$ cat src/rtl/alu_arbiter_if.sv
//------------------------------------------------------------------------------
// alu_arbiter_if : request/response and shared-ALU signals of alu_arbiter
// Revision 1.0
//------------------------------------------------------------------------------
`default_nettype none

interface alu_arbiter_if;
  logic       req0_valid;
  logic       req0_ready;
  logic [3:0] req0_a;
  logic [3:0] req0_b;
  logic [1:0] req0_sel;
  logic       req1_valid;
  logic       req1_ready;
  logic [3:0] req1_a;
  logic [3:0] req1_b;
  logic [1:0] req1_sel;
  logic       rsp0_valid;
  logic       rsp0_ready;
  logic [3:0] rsp0_c;
  logic       rsp1_valid;
  logic       rsp1_ready;
  logic [3:0] rsp1_c;
  logic [3:0] alu_a;
  logic [3:0] alu_b;
  logic [1:0] alu_sel;
  logic [3:0] alu_c;
  logic       busy;

  // Arbiter side
  modport slave (
    input  req0_valid, req0_a, req0_b, req0_sel,
    input  req1_valid, req1_a, req1_b, req1_sel,
    input  rsp0_ready, rsp1_ready, alu_c,
    output req0_ready, req1_ready,
    output rsp0_valid, rsp0_c, rsp1_valid, rsp1_c,
    output alu_a, alu_b, alu_sel, busy
  );

  // Client / ALU side
  modport master (
    output req0_valid, req0_a, req0_b, req0_sel,
    output req1_valid, req1_a, req1_b, req1_sel,
    output rsp0_ready, rsp1_ready, alu_c,
    input  req0_ready, req1_ready,
    input  rsp0_valid, rsp0_c, rsp1_valid, rsp1_c,
    input  alu_a, alu_b, alu_sel, busy
  );
endinterface

`default_nettype wire

$ cat src/rtl/alu_arbiter.sv
//------------------------------------------------------------------------------
// alu_arbiter : round-robin sharing of one registered 4-bit ALU by two clients
// Revision 1.0
//------------------------------------------------------------------------------
`default_nettype none

module alu_arbiter (
  input  logic          clk,
  input  logic          rst_n,
  alu_arbiter_if.slave  bus
);

  typedef enum logic [1:0] {
    IDLE = 2'd0,
    EXEC = 2'd1,
    RESP = 2'd2
  } state_t;

  state_t     state_q, state_d;
  logic       prio_q, prio_d;
  logic       owner_q, owner_d;
  logic [3:0] alu_a_q, alu_a_d;
  logic [3:0] alu_b_q, alu_b_d;
  logic [1:0] alu_sel_q, alu_sel_d;
  logic [3:0] result_q, result_d;
  logic       grant0;
  logic       grant1;
  logic       rsp_hs;

  always_ff @(posedge clk or negedge rst_n) begin
    if (!rst_n) begin
      state_q   <= IDLE;
      prio_q    <= 1'b0;
      owner_q   <= 1'b0;
      alu_a_q   <= 4'd0;
      alu_b_q   <= 4'd0;
      alu_sel_q <= 2'd0;
      result_q  <= 4'd0;
    end else begin
      state_q   <= state_d;
      prio_q    <= prio_d;
      owner_q   <= owner_d;
      alu_a_q   <= alu_a_d;
      alu_b_q   <= alu_b_d;
      alu_sel_q <= alu_sel_d;
      result_q  <= result_d;
    end
  end

  always_comb begin
    state_d   = state_q;
    prio_d    = prio_q;
    owner_d   = owner_q;
    alu_a_d   = alu_a_q;
    alu_b_d   = alu_b_q;
    alu_sel_d = alu_sel_q;
    result_d  = result_q;
    grant0    = 1'b0;
    grant1    = 1'b0;
    rsp_hs    = 1'b0;
    case (state_q)
      IDLE: begin
        // prio only breaks ties; a lone requester always wins
        grant0 = bus.req0_valid && (!bus.req1_valid || !prio_q);
        grant1 = bus.req1_valid && (!bus.req0_valid ||  prio_q);
        if (grant0) begin
          alu_a_d   = bus.req0_a;
          alu_b_d   = bus.req0_b;
          alu_sel_d = bus.req0_sel;
          owner_d   = 1'b0;
          state_d   = EXEC;
        end else if (grant1) begin
          alu_a_d   = bus.req1_a;
          alu_b_d   = bus.req1_b;
          alu_sel_d = bus.req1_sel;
          owner_d   = 1'b1;
          state_d   = EXEC;
        end
      end
      EXEC: begin
        result_d = bus.alu_c;
        state_d  = RESP;
      end
      RESP: begin
        rsp_hs = owner_q ? bus.rsp1_ready : bus.rsp0_ready;
        if (rsp_hs) begin
          prio_d  = ~owner_q;
          state_d = IDLE;
        end
      end
      default: state_d = IDLE;
    endcase
  end

  assign bus.req0_ready = grant0;
  assign bus.req1_ready = grant1;
  assign bus.rsp0_valid = (state_q == RESP) && !owner_q;
  assign bus.rsp1_valid = (state_q == RESP) &&  owner_q;
  assign bus.rsp0_c     = result_q;
  assign bus.rsp1_c     = result_q;
  assign bus.alu_a      = alu_a_q;
  assign bus.alu_b      = alu_b_q;
  assign bus.alu_sel    = alu_sel_q;
  assign bus.busy       = (state_q != IDLE);

endmodule

`default_nettype wire

$ cat src/flat_wrapper.sv
// flat-port wrapper written by rule: the top's interface ports become plain ports
module alu_arbiter_flat 
  (clk, rst_n, bus_req0_valid, bus_req0_a, bus_req0_b, bus_req0_sel, bus_req1_valid, bus_req1_a, bus_req1_b, bus_req1_sel, bus_rsp0_ready, bus_rsp1_ready, bus_alu_c, bus_req0_ready, bus_req1_ready, bus_rsp0_valid, bus_rsp0_c, bus_rsp1_valid, bus_rsp1_c, bus_alu_a, bus_alu_b, bus_alu_sel, bus_busy);
  alu_arbiter_if bus_i ();
  input  logic clk;
  input  logic rst_n;
  input wire logic [$bits(bus_i.req0_valid)-1:0] bus_req0_valid;
  input wire logic [$bits(bus_i.req0_a)-1:0] bus_req0_a;
  input wire logic [$bits(bus_i.req0_b)-1:0] bus_req0_b;
  input wire logic [$bits(bus_i.req0_sel)-1:0] bus_req0_sel;
  input wire logic [$bits(bus_i.req1_valid)-1:0] bus_req1_valid;
  input wire logic [$bits(bus_i.req1_a)-1:0] bus_req1_a;
  input wire logic [$bits(bus_i.req1_b)-1:0] bus_req1_b;
  input wire logic [$bits(bus_i.req1_sel)-1:0] bus_req1_sel;
  input wire logic [$bits(bus_i.rsp0_ready)-1:0] bus_rsp0_ready;
  input wire logic [$bits(bus_i.rsp1_ready)-1:0] bus_rsp1_ready;
  input wire logic [$bits(bus_i.alu_c)-1:0] bus_alu_c;
  output wire logic [$bits(bus_i.req0_ready)-1:0] bus_req0_ready;
  output wire logic [$bits(bus_i.req1_ready)-1:0] bus_req1_ready;
  output wire logic [$bits(bus_i.rsp0_valid)-1:0] bus_rsp0_valid;
  output wire logic [$bits(bus_i.rsp0_c)-1:0] bus_rsp0_c;
  output wire logic [$bits(bus_i.rsp1_valid)-1:0] bus_rsp1_valid;
  output wire logic [$bits(bus_i.rsp1_c)-1:0] bus_rsp1_c;
  output wire logic [$bits(bus_i.alu_a)-1:0] bus_alu_a;
  output wire logic [$bits(bus_i.alu_b)-1:0] bus_alu_b;
  output wire logic [$bits(bus_i.alu_sel)-1:0] bus_alu_sel;
  output wire logic [$bits(bus_i.busy)-1:0] bus_busy;
  assign bus_i.req0_valid = bus_req0_valid;
  assign bus_i.req0_a = bus_req0_a;
  assign bus_i.req0_b = bus_req0_b;
  assign bus_i.req0_sel = bus_req0_sel;
  assign bus_i.req1_valid = bus_req1_valid;
  assign bus_i.req1_a = bus_req1_a;
  assign bus_i.req1_b = bus_req1_b;
  assign bus_i.req1_sel = bus_req1_sel;
  assign bus_i.rsp0_ready = bus_rsp0_ready;
  assign bus_i.rsp1_ready = bus_rsp1_ready;
  assign bus_i.alu_c = bus_alu_c;
  assign bus_req0_ready = bus_i.req0_ready;
  assign bus_req1_ready = bus_i.req1_ready;
  assign bus_rsp0_valid = bus_i.rsp0_valid;
  assign bus_rsp0_c = bus_i.rsp0_c;
  assign bus_rsp1_valid = bus_i.rsp1_valid;
  assign bus_rsp1_c = bus_i.rsp1_c;
  assign bus_alu_a = bus_i.alu_a;
  assign bus_alu_b = bus_i.alu_b;
  assign bus_alu_sel = bus_i.alu_sel;
  assign bus_busy = bus_i.busy;
  alu_arbiter u_core (.clk(clk), .rst_n(rst_n), .bus(bus_i));
endmodule
$ cat config.mk
export PLATFORM = sky130hd
export DESIGN_NAME = alu_arbiter_flat
export DESIGN_NICKNAME = d
export VERILOG_FILES = /design/src/rtl/alu_arbiter_if.sv /design/src/rtl/alu_arbiter.sv /design/src/flat_wrapper.sv
export SDC_FILE = /design/constraint.sdc
export NUM_CORES = 1
export LEC_CHECK = 0
export CAP_MARGIN = 40
export CORE_MARGIN = 4
export CORE_UTILIZATION = 39
export CTS_CLUSTER_SIZE = 24
export DETAILED_ROUTE_END_ITERATION = 12
export HOLD_SLACK_MARGIN = 0.08
export MAX_ROUTING_LAYER = met4
export PLACE_DENSITY = 0.84
export SYNTH_ARGS = -nofsm -noshare
export SYNTH_HDL_FRONTEND = slang
export SYNTH_SLANG_ARGS = --single-unit
export TNS_END_PERCENT = 20
$ cat constraint.sdc
create_clock -name clk -period 1.85 [get_ports clk]
set_input_delay 0.4625 -clock clk [delete_from_list [all_inputs] [get_ports clk]]
set_output_delay 0.4625 -clock clk [all_outputs]
set_load 0.02 [all_outputs]
== After elaboration in Yosys (flattened, before gate mapping) ==
Cells that the tools add are included.

* Bits in registers: 18
* Latch bits: 0
* Memory bits (writable): 0
* ROM bits: 0
* Input bits: 30
* Logic and storage cells: 43
* Memories kept: 0

* $add $sub $neg: 0
* Multipliers: 0
* Divide/modulo/power cells: 0
* Magnitude comparators: 0
* Equality and inequality tests: 4
* Shift operators: 0
* Multiplexer cells: 15
* Bitwise operators: 1
* Reduce and logical (&&, ||, !) cells: 16

{| class="wikitable"
|+ Operators with widths
! operator !! count
|-
| 4-bit two-way mux || 4
|-
| 2-bit two-way mux || 5
|-
| 2-bit case mux with 3 select lines || 1
|-
| 2-bit AND reduction || 3
|-
| 1-bit two-way mux || 5
|-
| 1-bit logical AND || 4
|-
| 1-bit logical NOT || 4
|-
| 2-bit nonzero test || 2
|-
| 3-bit by 1-bit inequality test with 1-bit output (second input constant) || 1
|-
| 2-bit by 1-bit == test with 1-bit output (second input constant) || 1
|-
| 2-bit == test (second input constant) || 1
|-
| 2-bit logical NOT || 1
|-
| 1-bit logical OR || 2
|-
| 2-bit by 1-bit inequality test with 1-bit output (second input constant) || 1
|-
| 1-bit NOT || 1
|}

== Logic depth before layout (Yosys ltp) ==
* Depth in word-level cells: 6
* Gate-level depth with buffers: 4

== Worst setup path after synthesis ==
Ideal clock, no wire load.

* Kind: register to output
* Start point: register u_core.state_q[1]
* End point: output bus_req1_ready
* Arrival: 1.182 ns
* Data required time: 1.387 ns
* Setup slack: 0.206 ns
* Cell stages (with the launch flop): 5
* Path buffers: 1
* Cell sequence: dfrtp_1 > nor2_2 > buf_2 > nand2_1 > a21oi_1

* Word-level cells in the longest chain between the ends: 2

{| class="wikitable"
|+ Ends and longest elaborated chain
! element !! RTL line !! text
|-
| start: declaration || alu_arbiter.sv:19 || <nowiki>state_t state_q, state_d;</nowiki>
|-
| start signal: assignment || alu_arbiter.sv:40 || <nowiki>state_q <= state_d;</nowiki>
|-
| 2-bit logical NOT || alu_arbiter.sv:61 || <nowiki>case (state_q)</nowiki>
|-
| 1-bit two-way mux || alu_arbiter.sv:61 ||
|-
| end: declaration || flat_wrapper.sv:19 || <nowiki>output wire logic [$bits(bus_i.req1_ready)-1:0] bus_req1_ready;</nowiki>
|}

Every way passes these cells.

== Worst setup path in the final report ==
* Start point: register u_core.state_q[1]
* End point: output bus_rsp1_valid

* Word-level cells in the longest chain between the ends: 2

{| class="wikitable"
|+ Ends and longest elaborated chain
! element !! RTL line !! text
|-
| 2-bit == test || alu_arbiter.sv:98 || <nowiki>assign bus.rsp1_valid = (state_q == RESP) && owner_q;</nowiki>
|-
| 1-bit logical AND || alu_arbiter.sv:98 ||
|-
| end: declaration || flat_wrapper.sv:22 || <nowiki>output wire logic [$bits(bus_i.rsp1_valid)-1:0] bus_rsp1_valid;</nowiki>
|}

Every way passes these cells.

==> impl_metrics.env <==
export IMPL_p_leak_nw=0.669
export IMPL_design_area_um2=1500
export IMPL_synth_compound_area_frac=0.195
export IMPL_cts_sinks=18
export IMPL_ant_nets=0
export IMPL_p_comb_frac=0.588
export IMPL_drv_slew=0
export IMPL_io_buffers=52
export IMPL_highest_layer="met4"
export IMPL_worstRegToRegCells=3
export IMPL_fin_setup_tns_ns=0
export IMPL_clkPwrFrac=0.103
export IMPL_finClkSkew_ns=0.0126
export IMPL_fmax_mhz=557
export IMPL_met3WireLength_um=249
export IMPL_wl_um=2570
export IMPL_wl_per_cell_um=14.3
export IMPL_synth_top_family_by_area="compound AO/OA/AOI/OAI gates"
export IMPL_clock_latency_ns=0.30
export IMPL_critPathMaxFanout=4
export IMPL_wl_met1_um=1030
export IMPL_root_buffer="clkbuf_4"
export IMPL_cts_tree="yes"
export IMPL_antenna_cells=0
export IMPL_synth_mux_area_frac=0.0516
export IMPL_nets=184
export IMPL_min_period_ns=1.79
export IMPL_drive_above_1_share=0.196
export IMPL_critPathCaptureType="output port"
export IMPL_ir_drop_uv=904
export IMPL_async_flop_share=1.00
export IMPL_p_seq_frac=0.309
export IMPL_max_stage_delay_ns=0.45
export IMPL_wl_met2_um=1280
export IMPL_drt_iter0_markers=16
export IMPL_multi_input_area_um2=368
export IMPL_post_dp_hpwl_um=1980
export IMPL_slowest_stage="dfrtp_2"
export IMPL_tightest_slew_ns=0.235
export IMPL_track_usage=0.169
export IMPL_status="completed"
export IMPL_grt_antenna_before_repair=0
export IMPL_seq_area_um2=453
export IMPL_crit_buf_inv=2
export IMPL_synth_seq_area_share=0.516
export IMPL_drtPass1Iterations=4
export IMPL_syn_to_final_growth_pct=72.3
export IMPL_synthSimpleGateAreaFrac=0.155
export IMPL_crit_start="u_core.state_q[1]"
export IMPL_row_count=16
export IMPL_max_slew_margin=0.843
export IMPL_cp_endpoint="bus_rsp1_valid"
export IMPL_final_instance_count_excl_fill=180
export IMPL_grt_max_degree=19
export IMPL_switchingPower_mw=1.01
export IMPL_grt_pass1_wl_um=4150
export IMPL_cp_data_required_time_ns=1.39
export IMPL_die_area_um2=3060
export IMPL_cts_made_buffers=3
export IMPL_vias=900
export IMPL_p_int_mw=1.42
export IMPL_synth_edf_count=0
export IMPL_fp_coreArea_um2=2040
export IMPL_grt_overflow=0
export IMPL_start_util=0.427
export IMPL_grt_setup_unrepaired="false"
export IMPL_fin_crit_sh=0.970
export IMPL_clk_pin_slew_ns=0.12
export IMPL_grt_pass1_vias=929
export IMPL_vias_per_cell=5.00
export IMPL_io_pins=53
export IMPL_gp_congestion=0.768
export IMPL_syn_num_nets=124
export IMPL_htreeDepth=1
export IMPL_fin_util=0.736
export IMPL_postPlaceCellArea_um2=1450
export IMPL_dp_cells=175
export IMPL_finalSetupViolCount=0
export IMPL_synth_distinct_cells=19
export IMPL_rrSetupSlack_ns=0.61
export IMPL_dieWidth_um=55.3
export IMPL_p_sw_frac=0.415
export IMPL_power_density_nw_per_um2=1610
export IMPL_cap_violations=0
export IMPL_drc=0
export IMPL_clockBufferDepth=2
export IMPL_ys_ff_latch=18
export IMPL_synth_xor_area_share=0
export IMPL_crit_family="buffers and inverters"
export IMPL_synthAdderAreaFrac=0
export IMPL_ys_flop_type="dfrtp_1"
export IMPL_worstPathCellList="buf_4 -> and3_1 -> dlygate4sd2_1"
export IMPL_syn_cell_area_um2=872
export IMPL_syn_inst=94
export IMPL_r2r_start="u_core.state_q[1]"
export IMPL_arrival_ns=1.33
export IMPL_crit_cells=3
export IMPL_hold_path_class="input port to asynchronous set/reset pin"
export IMPL_critPathKind="flip-flop to output port"
export IMPL_finalHoldViolCount=0
export IMPL_worstSetupStartpointType="flip-flop"
export IMPL_fillCellCount=168
export IMPL_die_h_um=55.3
export IMPL_yosys_warnings=0
export IMPL_syn_avg_cell_area_um2=9.28
export IMPL_r2r_end="u_core.bus.rsp0_c[3]"
## worst min path at each step
stage / start / endpoint / slack, ns / cells past startpoint
detailed placement: u_core.bus.rsp0_c[2] / u_core.bus.rsp0_c[2] / 0.52 / 1
finish: rst_n / u_core.prio_q / 0.48 / 2
floorplan: rst_n / u_core.bus.alu_a[0] / 0.17 / 0
global placement: u_core.bus.rsp0_c[0] / u_core.bus.rsp0_c[0] / 0.51 / 1
CTS: rst_n / u_core.prio_q / 0.50 / 2
global route: rst_n / u_core.bus.rsp0_c[3] / 0.51 / 2
## logic make-up after synthesis
group | after synthesis
mux | 4
flops | 18
simple gates | 31
compound gates | 29
buf+inv | 12
## sequential cells by signal, summed over array words and instances (netlist names)
signal,cells
u_core.state_q,2
u_core.bus.alu_sel,2
u_core.bus.alu_b,4
u_core.bus.alu_a,4
u_core.bus.rsp0_c,4
u_core.owner_q,1
u_core.prio_q,1
## through the flow
stage	hold slack (ns)	power, mW	setup WS, ns
global route	0.506	2.57	0.0126
floorplan	0.167	1.53	0.206
detailed placement	0.520	2.17	-0.650
finish	0.482	2.42	0.0558
global placement	0.508	2.13	-0.579
CTS	0.505	2.39	-0.170
## what timing repair did
action / CTS / global route
setup endpoints to repair: 5 / 4
resized for setup: 12 / 13
hold buffers: 0 / 0
pin swaps: 0 / 1
setup buffers: 0 / 1
endpoints found under the hold margin: 0 / 0
## worst register-to-register path, stage by stage, from the launching register on
cell and delay, ns:
dfrtp_2 0.42, buf_4 0.14, nand2b_1 0.22, mux2_2 0.36
## power groups by stage
stage / sequential (mW) / combinational, mW / clock [mW]
finish: 0.749 / 1.42 / 0.248
global route: 0.775 / 1.53 / 0.265
CTS: 0.731 / 1.42 / 0.247
detailed placement: 0.733 / 1.44 / 0
global placement: 0.731 / 1.40 / 0
floorplan: 0.919 / 0.609 / 0
## cells in the final DEF, fill, tap and decap left out
| cell | instances |
|---|---|
| nor3_4 | 1 |
| dlygate4sd2_1 | 1 |
| dlymetal6s2s_1 | 2 |
| a21oi_1 | 13 |
| buf_4 | 10 |
| dfrtp_1 | 16 |
| a31oi_1 | 11 |
| and3_1 | 1 |
| or2_1 | 1 |
| a21boi_2 | 1 |
| clkdlybuf4s50_1 | 45 |
| clkbuf_2 | 3 |
| clkbuf_8 | 1 |
| nor2_2 | 1 |
| mux2_2 | 4 |
| nor2_1 | 3 |
| buf_6 | 2 |
| a21bo_4 | 1 |
| and2_4 | 1 |
| clkbuf_4 | 3 |
| inv_1 | 4 |
| nand2_1 | 21 |
| dfrtp_2 | 2 |
| o21ai_0 | 3 |
| nand2b_1 | 2 |
## cells in the mapped netlist (all sizes together), types with 2 or more instances
master   n  area (µm²)
nor2     4        17.5
a31oi   11        68.8
dfrtp   18         450
mux2     4        45.0
a21oi   13        65.1
nand2   21        78.8
buf      8        56.3
nand2b   2        12.5
o21ai    3        15.0
inv      4        15.0
## per-layer routing
layer | GRT usage | up-vias
met5 | - | -
met4 | 0.0382 | 0
met3 | 0.0559 | 2
met2 | 0.292 | 48
met1 | 0.189 | 412
li1 | - | 438
## cell type report
class | instances | area share
clock buffer | 4 | 0.0241
inverter | 4 | 0.00999
sequential | 18 | 0.301
tap | 27 | 0.0225
timing repair buffer | 63 | 0.397
multi-input combinational | 64 | 0.245
(Power assumes the default switching activity.)
